### src/rtl/gameplay_pkg.sv
// gameplay_pkg -- shared definitions for the memory-game controller.
//   state_t     : one-hot FSM state encoding (QI..QDONE), also driven on the
//                 8-bit state output for the display logic.
//   MATCHED_BIT, FACEUP_BIT, SYM_W : card RAM word layout
//                 [5] matched, [4] face-up, [3] 0, [2:0] pair symbol.
//   NUM_PAIRS   : pairs on the board; the game ends when all are matched.
//   card_word() : packs a card RAM word from its fields.
package gameplay_pkg;

  typedef enum logic [7:0] {
    QI    = 8'h01,
    QINIT = 8'h02,
    QSEL1 = 8'h04,
    QSEL2 = 8'h08,
    QCMP  = 8'h10,
    QSHOW = 8'h20,
    QUPD  = 8'h40,
    QDONE = 8'h80
  } state_t;

  localparam int MATCHED_BIT = 5;
  localparam int FACEUP_BIT  = 4;
  localparam int SYM_W       = 3;
  localparam int NUM_PAIRS   = 8;

  function automatic logic [5:0] card_word(input logic             matched,
                                           input logic             faceup,
                                           input logic [SYM_W-1:0] sym);
    return {matched, faceup, 1'b0, sym};
  endfunction

endpackage

### src/rtl/gameplay_shuffle.sv
// gameplay_shuffle -- combinational board-seeding address generator.
//   cnt  in  4 : card index being seeded (card cnt carries symbol cnt>>1)
//   seed in  8 : layout seed
//   loc  out 4 : board location for card cnt
// Build option: GAMEPLAY_SM_SHUFFLE_EN
//   defined   : loc = (cnt + seed[7:4]) ^ seed[3:0] (mod 16). Adding a
//               constant and XOR-ing a constant are both bijections on 4 bits,
//               so every location is written exactly once.
//   undefined : loc = cnt; seed is ignored and pair k sits at 2k / 2k+1.
module gameplay_shuffle (
  input  logic [3:0] cnt,
  input  logic [7:0] seed,
  output logic [3:0] loc
);

`ifdef GAMEPLAY_SM_SHUFFLE_EN
  assign loc = (cnt + seed[7:4]) ^ seed[3:0];
`else
  logic unused_seed;
  assign unused_seed = ^seed;
  assign loc         = cnt;
`endif

endmodule

### src/rtl/gameplay_sm.sv
// gameplay_sm -- control FSM for a 16-card memory game.
// Seeds the external 16x6 card RAM, takes two picks per turn, compares them,
// writes face-up / matched / face-down status back, and ends after 8 pairs.
//   Clk            in  1 : system clock, rising edge
//   Reset          in  1 : synchronous, active-high reset
//   Start          in  1 : level, starts a game from QI
//   Select         in  1 : pulse, pick the card at CardSelectLoc
//   seed           in  8 : layout seed, sampled during QINIT
//   CardSelectData in  6 : RAM word at CardSelectLoc, valid with Select
//   CardSelectLoc  in  4 : board location being picked
//   Ack            in  1 : pulse, acknowledges the shown pair / game end
//   state          out 8 : one-hot current state
//   WriteEnable    out 1 : registered RAM write strobe, one cycle per write
//   CARD1, CARD2   out 4 : locations of first / second pick
//   dataOut        out 6 : registered RAM write data
//   dataLoc        out 4 : registered RAM write address
// Build option: GAMEPLAY_SM_SHUFFLE_EN (see gameplay_shuffle).
// The card RAM is outside this block and keeps its contents over Reset; the
// next QINIT rewrites every word.
module gameplay_sm
  import gameplay_pkg::*;
(
  input  logic       Clk,
  input  logic       Reset,
  input  logic       Start,
  input  logic       Select,
  input  logic [7:0] seed,
  input  logic [5:0] CardSelectData,
  input  logic [3:0] CardSelectLoc,
  input  logic       Ack,
  output logic [7:0] state,
  output logic       WriteEnable,
  output logic [3:0] CARD1,
  output logic [3:0] CARD2,
  output logic [5:0] dataOut,
  output logic [3:0] dataLoc
);

  state_t           state_q, state_n;
  logic [3:0]       cnt_q, cnt_n;
  logic [3:0]       pairs_q, pairs_n;
  logic [SYM_W-1:0] sym1_q, sym1_n;
  logic [SYM_W-1:0] sym2_q, sym2_n;
  logic             match_q, match_n;
  logic             upd2_q, upd2_n;      // QUPD: 0 = writing CARD1, 1 = CARD2
  logic [3:0]       card1_n, card2_n;
  logic             we_n;
  logic [5:0]       data_n;
  logic [3:0]       loc_n;
  logic [3:0]       init_loc;
  logic             card_free;

  gameplay_shuffle u_shuffle (
    .cnt  (cnt_q),
    .seed (seed),
    .loc  (init_loc)
  );

  // A card can be picked only while it is face-down and unmatched.
  assign card_free = !CardSelectData[MATCHED_BIT] && !CardSelectData[FACEUP_BIT];

  assign state = state_q;

  always_comb begin
    // NOTE: every variable gets a default before the case so no path leaves
    // one unassigned; an unassigned path would infer a latch.
    state_n = state_q;
    cnt_n   = cnt_q;
    pairs_n = pairs_q;
    sym1_n  = sym1_q;
    sym2_n  = sym2_q;
    match_n = match_q;
    upd2_n  = upd2_q;
    card1_n = CARD1;
    card2_n = CARD2;
    we_n    = 1'b0;
    data_n  = dataOut;
    loc_n   = dataLoc;

    case (state_q)
      QI: begin
        if (Start) begin
          cnt_n   = '0;
          pairs_n = '0;
          state_n = QINIT;
        end
      end

      QINIT: begin
        we_n   = 1'b1;
        loc_n  = init_loc;
        data_n = {3'b000, cnt_q[3:1]};
        cnt_n  = cnt_q + 4'd1;
        if (cnt_q == 4'd15) state_n = QSEL1;
      end

      QSEL1: begin
        if (Select && card_free) begin
          card1_n            = CardSelectLoc;
          sym1_n             = CardSelectData[SYM_W-1:0];
          we_n               = 1'b1;
          loc_n              = CardSelectLoc;
          data_n             = CardSelectData;
          data_n[FACEUP_BIT] = 1'b1;
          state_n            = QSEL2;
        end
      end

      QSEL2: begin
        if (Select && card_free && (CardSelectLoc != CARD1)) begin
          card2_n            = CardSelectLoc;
          sym2_n             = CardSelectData[SYM_W-1:0];
          we_n               = 1'b1;
          loc_n              = CardSelectLoc;
          data_n             = CardSelectData;
          data_n[FACEUP_BIT] = 1'b1;
          state_n            = QCMP;
        end
      end

      QCMP: begin
        match_n = (sym1_q == sym2_q);
        if (sym1_q == sym2_q) pairs_n = pairs_q + 4'd1;
        state_n = QSHOW;
      end

      QSHOW: begin
        if (Ack) begin
          upd2_n  = 1'b0;
          state_n = QUPD;
        end
      end

      QUPD: begin
        we_n = 1'b1;
        if (!upd2_q) begin
          loc_n  = CARD1;
          data_n = card_word(match_q, match_q, sym1_q);
          upd2_n = 1'b1;
        end else begin
          loc_n   = CARD2;
          data_n  = card_word(match_q, match_q, sym2_q);
          upd2_n  = 1'b0;
          state_n = (pairs_q == 4'(NUM_PAIRS)) ? QDONE : QSEL1;
        end
      end

      QDONE: begin
        if (Ack) state_n = QI;
      end

      default: state_n = QI;
    endcase
  end

  always_ff @(posedge Clk) begin
    // NOTE: state registers use non-blocking assignments so every register
    // samples pre-edge values, independent of statement order.
    if (Reset) begin
      state_q     <= QI;
      cnt_q       <= '0;
      pairs_q     <= '0;
      sym1_q      <= '0;
      sym2_q      <= '0;
      match_q     <= 1'b0;
      upd2_q      <= 1'b0;
      CARD1       <= '0;
      CARD2       <= '0;
      WriteEnable <= 1'b0;
      dataOut     <= '0;
      dataLoc     <= '0;
    end else begin
      state_q     <= state_n;
      cnt_q       <= cnt_n;
      pairs_q     <= pairs_n;
      sym1_q      <= sym1_n;
      sym2_q      <= sym2_n;
      match_q     <= match_n;
      upd2_q      <= upd2_n;
      CARD1       <= card1_n;
      CARD2       <= card2_n;
      WriteEnable <= we_n;
      dataOut     <= data_n;
      dataLoc     <= loc_n;
    end
  end

endmodule

### config.mk
export PLATFORM = sky130hd
export DESIGN_NAME = gameplay_sm
export DESIGN_NICKNAME = d
export VERILOG_FILES = /design/src/rtl/gameplay_pkg.sv /design/src/rtl/gameplay_shuffle.sv /design/src/rtl/gameplay_sm.sv
export SDC_FILE = /design/constraint.sdc
export NUM_CORES = 1
export LEC_CHECK = 0
export CAP_MARGIN = 25
export CORE_MARGIN = 3
export CORE_UTILIZATION = 42
export CTS_CLUSTER_SIZE = 12
export DETAILED_ROUTE_END_ITERATION = 6
export HOLD_SLACK_MARGIN = 0.03
export PLACE_DENSITY = 0.68
export SYNTH_ARGS = -nofsm -noshare
export SYNTH_HDL_FRONTEND = slang
export SYNTH_SLANG_ARGS = --single-unit
### constraint.sdc
create_clock -name Clk -period 2.8 [get_ports Clk]
set_input_delay 0.56 -clock Clk [delete_from_list [all_inputs] [get_ports Clk]]
set_output_delay 0.56 -clock Clk [all_outputs]
set_load 0.005 [all_outputs]
Word-level counts from Yosys, hierarchy flattened. Cells that the tools add are included. W data, S select, Z words.

Register bits: 43. Input port bits: 23. Output and inout bits: 27. Word-level logic and storage cells: 78.

Add/sub/neg operators: 2. Equal/unequal tests: 20. Multiplexer cells: 27. Reduce and logical (&&, ||, !) cells: 17.

Operators by type and width (number): $mux W8 (8); $pmux W8 S8 (1); $pmux W6 S4 (1); $mux W4 (5); $ne A2 B2 Y1 const B (8); $pmux W4 S2 (2); $pmux W4 S4 (1); $mux W6 (2); $add A4 B1 Y4 const B (2); $eq A4 B4 Y1 const B (2); $eq A8 B1 Y1 const B (1); $eq A8 B2 Y1 const B (1); $eq A8 B3 Y1 const B (1); $eq A8 B4 Y1 const B (1); $eq A8 B5 Y1 const B (1); $eq A8 B6 Y1 const B (1); $eq A8 B7 Y1 const B (1); $eq A8 B8 Y1 const B (1); $reduce_and A2 Y1 (4); $reduce_and A7 Y1 (1); $reduce_and A3 Y1 (2); $reduce_bool A2 Y1 (3); $mux W1 (4); $ne A4 B4 Y1 (1); other kinds (8) (11).

Logic depth before layout (Yosys ltp). Gate-level depths: netlist (run 1).

Depth after elaboration: 6. Gate-level depth with buffers: 7. Depth with buffers taken out: 7.

Hierarchy. A second synthesis (run 1) with hierarchy kept.

Cells, all modules: 249. Area, all modules: 2269.7 µm².

Modules (own cells, without submodules): gameplay_sm (times used 1, cells an instance 245, area each 2239.6 µm², seq. area each 860.8 µm²); gameplay_shuffle (times used 1, cells an instance 4, area each 30.0 µm², seq. area each 0.0 µm²).

Least setup slack after synthesis (run 1). Ideal clock, no wire load.

Kind: register to register. From: reg state_q[7], in the netlist state[7]. To: reg dataLoc[1]. Setup time: 132 ps. Arrival time: 1871 ps. Required time: 2668 ps. Path slack: 797 ps. Stages on the path, launching flop included: 7. Path buffers: 1. Period minus slack after synthesis: 2003 ps. Path through: dfxtp_1 buf_6 or4_4 nor4_4 a211oi_1 a2111oi_0 nor3_1.

Longest elaborated chain between the ends: 3. Elaborated cells between the ends (all ways): 9. Classes of those cells: 6 x eq/ne; 1 x mux; 2 x reduce/logical.

RTL lines: start, declared (line gameplay_sm.sv:39) `state_t state_q, state_n;`; start signal, assigned (line gameplay_sm.sv:173) `state_q <= state_n;`; $eq A8 B7 Y1 (tied with other cells) (line gameplay_sm.sv:80) `case (state_q)`; $reduce_bool A4 Y1 (no source line) / $ne A2 B2 Y1 (equally long branches); $reduce_and A3 Y1 (no source line); end signal, assigned (line gameplay_sm.sv:184) `dataLoc <= loc_n;`; end, declared (line gameplay_sm.sv:36) `output logic [3:0] dataLoc`.

Parallel ways exist; a longest one is shown, timed or not. A chain may end at the register's enable or synchronous reset.

Worst setup path in the final report (run 1).
From: in CardSelectLoc[1]. To: reg dataOut[4].

Longest elaborated chain between the ends: 4.

RTL lines: start, declared (line gameplay_sm.sv:29) `input logic [3:0] CardSelectLoc,`; $ne A4 B4 Y1 (line gameplay_sm.sv:110) `if (Select && card_free && (CardSelectLoc != CARD1)) begin`; $logic_and A1 B1 Y1 (line gameplay_sm.sv:110); $ne A2 B2 Y1 (no source line); $reduce_and A3 Y1 (no source line); end signal, assigned (line gameplay_sm.sv:183) `dataOut <= data_n;`; end, declared (line gameplay_sm.sv:35) `output logic [5:0] dataOut,`.

No other way between the ends.

==> flow_summary.toml, run 1 <==
[timing]
slew_violations = 0
finalSetupViolations = 0
tns_ps = 0
relSlewSlack = 0.605
skew_ps = 8.84
clock.fmax_mhz = 423
tightest_slew_ps = 588
rsz0062_at_grt = "no"
hold_viol = 0
whs_ps = 458
period_share = 0.845
min_period_ps = 2370

[critical_path]
reg2reg_depth = 5
max_stage_delay_ps = 550
critPathLaunchType = "input pin"
path_depth = 6
critical_path.slowest_cell = "or3_1"
crit_required_ps = 2970
path_buf_inv = 1
path_class = "in -> reg"
crit_chain = "clkdlybuf4s50_1 > xor2_1 > o41a_1 > or3_1 > a21oi_1 > a311oi_1"
cp-end-kind = "register"
critical-path-top-delay-family = "compound AO/OA/AOI/OAI gates"
cp_max_fo = 9
timing.reg2reg.setup_slack_ps = 580
arrival_ps = 2530

[finish]
regArea_um2 = 861
multiInputGateArea_um2 = 1240
fin_util = 0.567
layout.cells.most_common = "dfxtp_1"
drive_above_1_share = 0.0785
final_cell_mix = "43 x dfxtp_1, 41 x clkdlybuf4s50_1, 32 x nor2_1"
nets = 318
area_growth_pct = 26.7
nFillCells = 467
diodes = 0

[grt]
antenna_found_initial = 0
overflow = 0
grt.total_usage = 0.190
grt_pass1_wl_um = 9330
grt_pass1_vias = 1876
grt_max_degree = 24

[detailed_routing]
drtAntennaViolNets = 0
drtPass1Iterations = 4
drtIter0Drc = 109
remaining_drc_errors = 0
routed-via-count = 1960
drt-total-wl_um = 5460
wire_per_inst_um = 15.2
via_per_inst = 5.44

[yosys]
seq_area_frac_synth = 0.394
ys_ff_latch = 43
synthFlopType = "dfxtp_1"
synth_cell_types = 49
syn_nets = 276
synth-edff-count = 0
syn_area_per_cell_um2 = 8.74
yosysWarnings = 0
netlist_instances = 250
netlist_area_um2 = 2180
async_flop_share = 0

[clock_tree]
post_cts_buffers = 0
cts_root_buf = "clkbuf_8"
insertion_delay_ps = 290
cts_buffers = 5
ctsLongestPathBuffers = 2
cts.reportedPaths.clkPinSlew_ps = 80
ctsResizeCount = 0
hold_buffers = 0
cts.sinks = 43
cts_tree = "yes"
cts_max_level = 2

[placement]
port_buffers = 41
dp_hpwl_um = 3970
gp_congestion = 0.859

[worst_hold_path]
hp-class = "reg -> reg"
hold_depth = 2

[floorplan]
die_h_um = 78.1
ioPinCount = 50
die_w_um = 78.1
dieArea_um2 = 6100
coreArea_um2 = 4880
initial_core_util = 0.448
row_count = 25

[pwr]
peakVddDrop_mv = 0.364
power.density_nw_per_um2 = 577
p_leak_nw = 0.973
total_power_mw = 1.60

[run]
maxCapViolations = 0

[run_status]
status = "complete, no violations"
## per-stage QoR
| step | setup WS, ps | cell area [um2] | instances |
|---|---|---|---|
| 4_1_cts | 464 | 2770 | 360 |
| 5_1_grt | 328 | 2770 | 360 |
| 3_5_place_dp | 142 | 2670 | 352 |
| 3_3_place_gp | 166 | 2670 | 352 |
| 2_1_floorplan | 797 | 2180 | 250 |
| 6_report | 434 | 2770 | 360 |
## cells in the mapped netlist, types with 2 or more instances
cell type / count / area, um2
nor2b_1: 5 / 31.3
o21ai_0: 7 / 35.0
nor3_2: 2 / 20.0
clkbuf_1: 8 / 30.0
nor3_1: 13 / 65.1
nand2b_1: 3 / 18.8
and3_1: 3 / 18.8
o31ai_1: 2 / 15.0
buf_2: 2 / 10.0
a21oi_1: 20 / 100
xnor2_1: 7 / 61.3
xor2_1: 6 / 52.6
ha_1: 3 / 37.5
nand3_1: 16 / 80.1
nand4b_1: 2 / 17.5
nor2_1: 32 / 120
nor4b_1: 2 / 17.5
nand2_1: 10 / 37.5
dfxtp_1: 43 / 861
a2111oi_0: 6 / 52.6
a311oi_1: 2 / 17.5
inv_1: 6 / 22.5
mux2i_1: 21 / 210
nor4_1: 2 / 12.5
o211a_1: 2 / 20.0
and2_1: 2 / 12.5
## cells by family after synthesis
group	synth area share
adders and majority gates	0.0172
DFF	0.394
buffers and inverters	0.0372
xor gates and xnor gates	0.0521
and+or+nand+nor	0.250
AOI/OAI and AO/OA	0.153
muxes	0.0962
## tightest hold or removal path, cell delays in order, from the launching register on
cell and delay, ps:
dfxtp_1 310, nand2_1 50, a21oi_1 50
## final timing paths
kind	from	end
worst min-delay path	match_q	match_q
worst min register to register	match_q	match_q
worst max register to register	state[6]	dataOut[0]
worst max-delay path	CardSelectLoc[1]	dataOut[4]
## metal layers
| layer | vias up | wire length (um) | global-route usage |
|---|---|---|---|
| met4 | 0 | 88 | 0.0699 |
| li1 | 998 | - | - |
| met3 | 8 | 251 | 0.0367 |
| met1 | 909 | 2760 | 0.267 |
| met5 | - | 0 | 0 |
| met2 | 45 | 2360 | 0.288 |
## report_power, final
| part | switching (mW) | total (mW) | internal [mW] |
|---|---|---|---|
| Combinational | 0.225 | 0.445 | 0.220 |
| Clock | 0.207 | 0.432 | 0.225 |
| Sequential | 0.0609 | 0.720 | 0.659 |
## layout make-up
type / count / area share
repair buffers: 47 / 0.164
well taps: 67 / 0.0303
inverters: 7 / 0.00949
flip-flops and latches: 43 / 0.311
clock buffers: 8 / 0.0361
multi-input cells: 188 / 0.449
## state kept, by name, summed over array words and instances (netlist names)
| name | cells |
|---|---|
| upd2_q | 1 |
| sym1_q | 3 |
| dataOut | 6 |
| dataLoc | 4 |
| WriteEnable | 1 |
| CARD1 | 4 |
| pairs_q | 4 |
| match_q | 1 |
| cnt_q | 4 |
| CARD2 | 4 |
| state | 8 |
| sym2_q | 3 |
Note: power is estimated with default switching activity, not from simulation.
==> inputs of run 2 (changes only) <==
==> constraint.sdc (replaced) <==
create_clock -name Clk -period 2.25 [get_ports Clk]
set_input_delay 0.45 -clock Clk [delete_from_list [all_inputs] [get_ports Clk]]
set_output_delay 0.45 -clock Clk [all_outputs]
set_load 0.005 [all_outputs]
==> run 2 against run 1 <==
Compared with the run above: flip-flop and latch count unchanged; critical path type unchanged; register-to-register slack got worse by 380 ps; wire length increased by 3.5%; critical path depth rose by 1; global-route usage grew 0.24 points; clock power rose by 4%; first-iteration DRC count fell by 10%; hold slack better by 4.2 ps; highest routed layer unchanged; cell count rose by 4.4%; via count up 2.7%; combinational power rose by 48%; sequential power grew 24%.
==> flow_summary.toml, run 2 (synthesis gave the netlist of run 1 again) <==
[pwr]
p_leak_nw = 1.06
total_power_mw = 2.00
peakVddDrop_mv = 0.521
power.density_nw_per_um2 = 684

[clock_tree]
cts.reportedPaths.clkPinSlew_ps = 70
post_cts_buffers = 0
ctsLongestPathBuffers = 2
cts_root_buf = "clkbuf_8"
ctsResizeCount = 0
hold_buffers = 0
cts.sinks = 43
insertion_delay_ps = 290
cts_max_level = 2
cts_buffers = 5
cts_tree = "yes"

[finish]
drive_above_1_share = 0.136
largest_reg_flops = 8
nFillCells = 447
layout.cells.most_common = "dfxtp_1"
area_growth_pct = 33.8
diodes = 0
final_cell_mix = "43 x dfxtp_1, 41 x clkdlybuf4s50_1, 32 x nor2_1"
nets = 336
fin_util = 0.599
regArea_um2 = 861
multiInputGateArea_um2 = 1260

[timing]
period_share = 0.950
slew_violations = 0
skew_ps = 5.45
setup_ws_ps = 113
finalSetupViolations = 0
tightest_slew_ps = 651
hold_viol = 0
min_period_ps = 2140
relSlewSlack = 0.562
clock.fmax_mhz = 468

[detailed_routing]
drtAntennaViolNets = 0
routed-via-count = 2012
drtPass1Iterations = 4
wire_per_inst_um = 15.0
via_per_inst = 5.35
remaining_drc_errors = 0
drt-total-wl_um = 5650
drtIter0Drc = 98

[critical_path]
timing.reg2reg.setup_slack_ps = 200
r2r_end = "dataOut[0]"
arrival_ps = 2300
critPathLaunchType = "input pin"
reg2reg_depth = 5
path_class = "in -> reg"
cp_max_fo = 8
r2r-start = "state[6]"
cp-end-kind = "register"
crit_required_ps = 2410

[floorplan]
die_h_um = 78.1
dieArea_um2 = 6100
initial_core_util = 0.448
ioPinCount = 50
row_count = 25
coreArea_um2 = 4880
die_w_um = 78.1

[grt]
grt_max_degree = 28
overflow = 0
grt_pass1_wl_um = 9450
grt_pass1_vias = 1917
antenna_found_initial = 0
grt.total_usage = 0.192

[placement]
dp_hpwl_um = 4160
port_buffers = 41
place_ws_ps = -229
gp_congestion = 0.858

[run]
maxCapViolations = 0

[worst_hold_path]
min_to = "match_q"
min_from = "match_q"
hold_depth = 2
hp-class = "reg -> reg"

[run_status]
status = "complete, no violations"
[run 2: metrics by stage]
stage	hold slack (ps)	cells	TNS [ps]	instance area, um2
after detailed placement	458	370	-2940	2830
after CTS	469	376	0	2900
after global placement	446	370	-2870	2830
after floorplan	437	250	0	2180
final	463	376	0	2920
after global routing	495	376	-17.3	2920
[run 2: area by class of cell]
class | count | area share
Multi-Input combinational cell | 188 | 0.433
Sequential cell | 43 | 0.294
Timing Repair Buffer | 65 | 0.211
Tap cell | 67 | 0.0287
Clock buffer | 6 | 0.0248
Inverter | 7 | 0.00899
[run 2: worst max path at each step]
stage | startpoint | depth (start not counted) | slack [ps] | end
3_3_place_gp | CardSelectLoc[1] | 6 | -220 | dataOut[4]
4_1_cts | CardSelectLoc[1] | 6 | 80 | dataOut[4]
6_report | Select | 7 | 110 | dataOut[2]
3_5_place_dp | CardSelectLoc[1] | 6 | -230 | dataLoc[0]
5_1_grt | Select | 7 | -20 | dataOut[2]
2_1_floorplan | state[7] | 6 | 250 | dataLoc[1]
[run 2: critical path, stage by stage]
cell             delay (ps)
clkdlybuf4s50_1         470
or3b_2                  460
a21oi_1                 240
nor3_2                   90
buf_12                  140
a2111oi_1               360
nor3_1                  100
[run 2: routing by layer]
metal / global-route usage / share of wire / routed length, um / vias up
met1: 0.271 / 0.48 / 2700 / 920
met5: 0 / 0 / 0 / -
met2: 0.301 / 0.45 / 2570 / 63
met4: 0.0420 / 0.0064 / 36 / 0
li1: - / - / - / 1024
met3: 0.0424 / 0.062 / 350 / 5
[run 2: where the power goes]
group          switching [mW]  total (mW)  internal (mW)
Combinational           0.315       0.659          0.344
Sequential             0.0716       0.892          0.821
Clock                   0.241       0.448          0.207
Total                   0.627        2.00           1.37
==> inputs of run 3 (changes only) <==
--- a/config.mk
+++ b/config.mk
@@ -5,8 +5,8 @@
 export SDC_FILE = /design/constraint.sdc
 export NUM_CORES = 1
 export LEC_CHECK = 0
+export ABC_CLOCK_PERIOD_IN_PS = 2250
 export CAP_MARGIN = 25
-export CORE_MARGIN = 3
 export CORE_UTILIZATION = 42
 export CTS_CLUSTER_SIZE = 12
 export DETAILED_ROUTE_END_ITERATION = 6
==> run 3 against run 2 <==
Compared with the run above: total power increased by 1.1%; via count grew 1.8%; non-clock buffer count is the same; critical path depth down 1; clock power rose by 13%; first-iteration DRC count increased by 2.0%; combinational power decreased by 5.5%; maximum frequency fell by 0.51%; clock skew grew 2.2 ps; wire length is 1.8% lower; largest cell class unchanged.
==> flow_summary.toml, run 3 (synthesis gave the netlist of run 1 again) <==
[finish]
area_growth_pct = 33.8
largest_reg_flops = 8
layout.cells.most_common = "dfxtp_1"
final_area_um2 = 2920
regArea_um2 = 861
final_cell_mix = "43 x dfxtp_1, 41 x clkdlybuf4s50_1, 32 x nor2_1"
nets = 336
multiInputGateArea_um2 = 1250
layoutNonFillerInstCount = 377
drive_above_1_share = 0.135
diodes = 0
fin_util = 0.603
nFillCells = 446

[placement]
placed_area_um2 = 2830
gp_congestion = 0.829
place_ws_ps = -189
dpl.cell_count = 370
dp_hpwl_um = 4130
port_buffers = 41

[pwr]
internal-power_mw = 1.38
peakVddDrop_mv = 0.408
power.density_nw_per_um2 = 691
switching_share = 0.316
sequentialPowerShare = 0.443
power_frac_comb = 0.308
pwr-share-clk = 0.249
total_power_mw = 2.02
p_switching_mw = 0.638
p_leak_nw = 1.06

[detailed_routing]
wire_per_inst_um = 14.7
drtIter0Drc = 100
drtAntennaViolNets = 0
via_per_inst = 5.44
remaining_drc_errors = 0
drt-total-wl_um = 5550
drtPass1Iterations = 6
routed-via-count = 2049

[floorplan]
initial_core_util = 0.451
die_w_um = 74.1
die_h_um = 74.1
dieArea_um2 = 5490
row_count = 25
coreArea_um2 = 4850
ioPinCount = 50

[critical_path]
path_class = "in -> reg"
crit_required_ps = 2420
cp_max_fo = 9
critPathLaunchType = "input pin"
arrival_ps = 2320
cp-end-kind = "register"

[timing]
setup_ws_ps = 102
finalSetupViolations = 0
period_share = 0.955
min_period_ps = 2150
tightest_slew_ps = 425
clock.fmax_mhz = 466
rsz0062_at_grt = "no"
hold_viol = 0
relSlewSlack = 0.709
slew_violations = 0
skew_ps = 7.68
tns_ps = 0
whs_ps = 464

[worst_hold_path]
hp-class = "reg -> reg"

[run]
maxCapViolations = 0

[clock_tree]
cts.reportedPaths.clkPinSlew_ps = 70
cts_root_buf = "clkbuf_8"
cts_buffers = 5
cts_max_level = 2
ctsLongestPathBuffers = 2
cts_tree = "yes"
ctsResizeCount = 0
insertion_delay_ps = 300
post_cts_buffers = 0
cts.sinks = 43
hold_buffers = 0

[grt]
antenna_found_initial = 0
grt_pass1_vias = 1942
grt_max_degree = 19
grt.total_usage = 0.220
grt_pass1_wl_um = 9190
overflow = 0

[run_status]
status = "complete, no violations"
==> run 3: layer usage <==
| metal | track usage | wire (um) | vias up |
|---|---|---|---|
| met1 | 0.288 | 2680 | 965 |
| met4 | 0.0726 | 54 | 0 |
| met2 | 0.367 | 2550 | 52 |
| met3 | 0.0407 | 258 | 5 |
| met5 | 0 | 0 | - |
| li1 | - | - | 1027 |
==> run 3: power groups by stage <==
stage	Combinational (mW)	Clock [mW]	Sequential (mW)
after floorplan	0.359	0	0.888
after global placement	0.605	0	0.912
after detailed placement	0.611	0	0.914
after CTS	0.616	0.514	0.895
after global routing	0.679	0.542	0.909
final	0.623	0.504	0.895
==> run 3: cell type report <==
cell class              instances  share of cell area
clock buffers                   6              0.0282
clock inverters                 1             0.00171
inverters                       7             0.00899
multi-input cells             188               0.427
flip-flops and latches         43               0.294
well taps                      67              0.0287
repair buffers                 65               0.211
==> run 3: path summary, 6_finish.rpt <==
path                                  startpoint         end  slack [ps]  cells past startpoint
worst max-delay path            CardSelectLoc[1]  dataOut[4]         100                      6
worst min-delay path                     match_q     match_q         460                      2
worst max register to register          state[6]  dataOut[0]         180                      5
worst min register to register           match_q     match_q         460                      2
==> run 3: critical path, stage by stage <==
cell and delay [ps]:
clkdlybuf4s50_1 430, xor2_1 180, o41a_1 470, or3_1 520, a21oi_1 190, a311oi_1 70
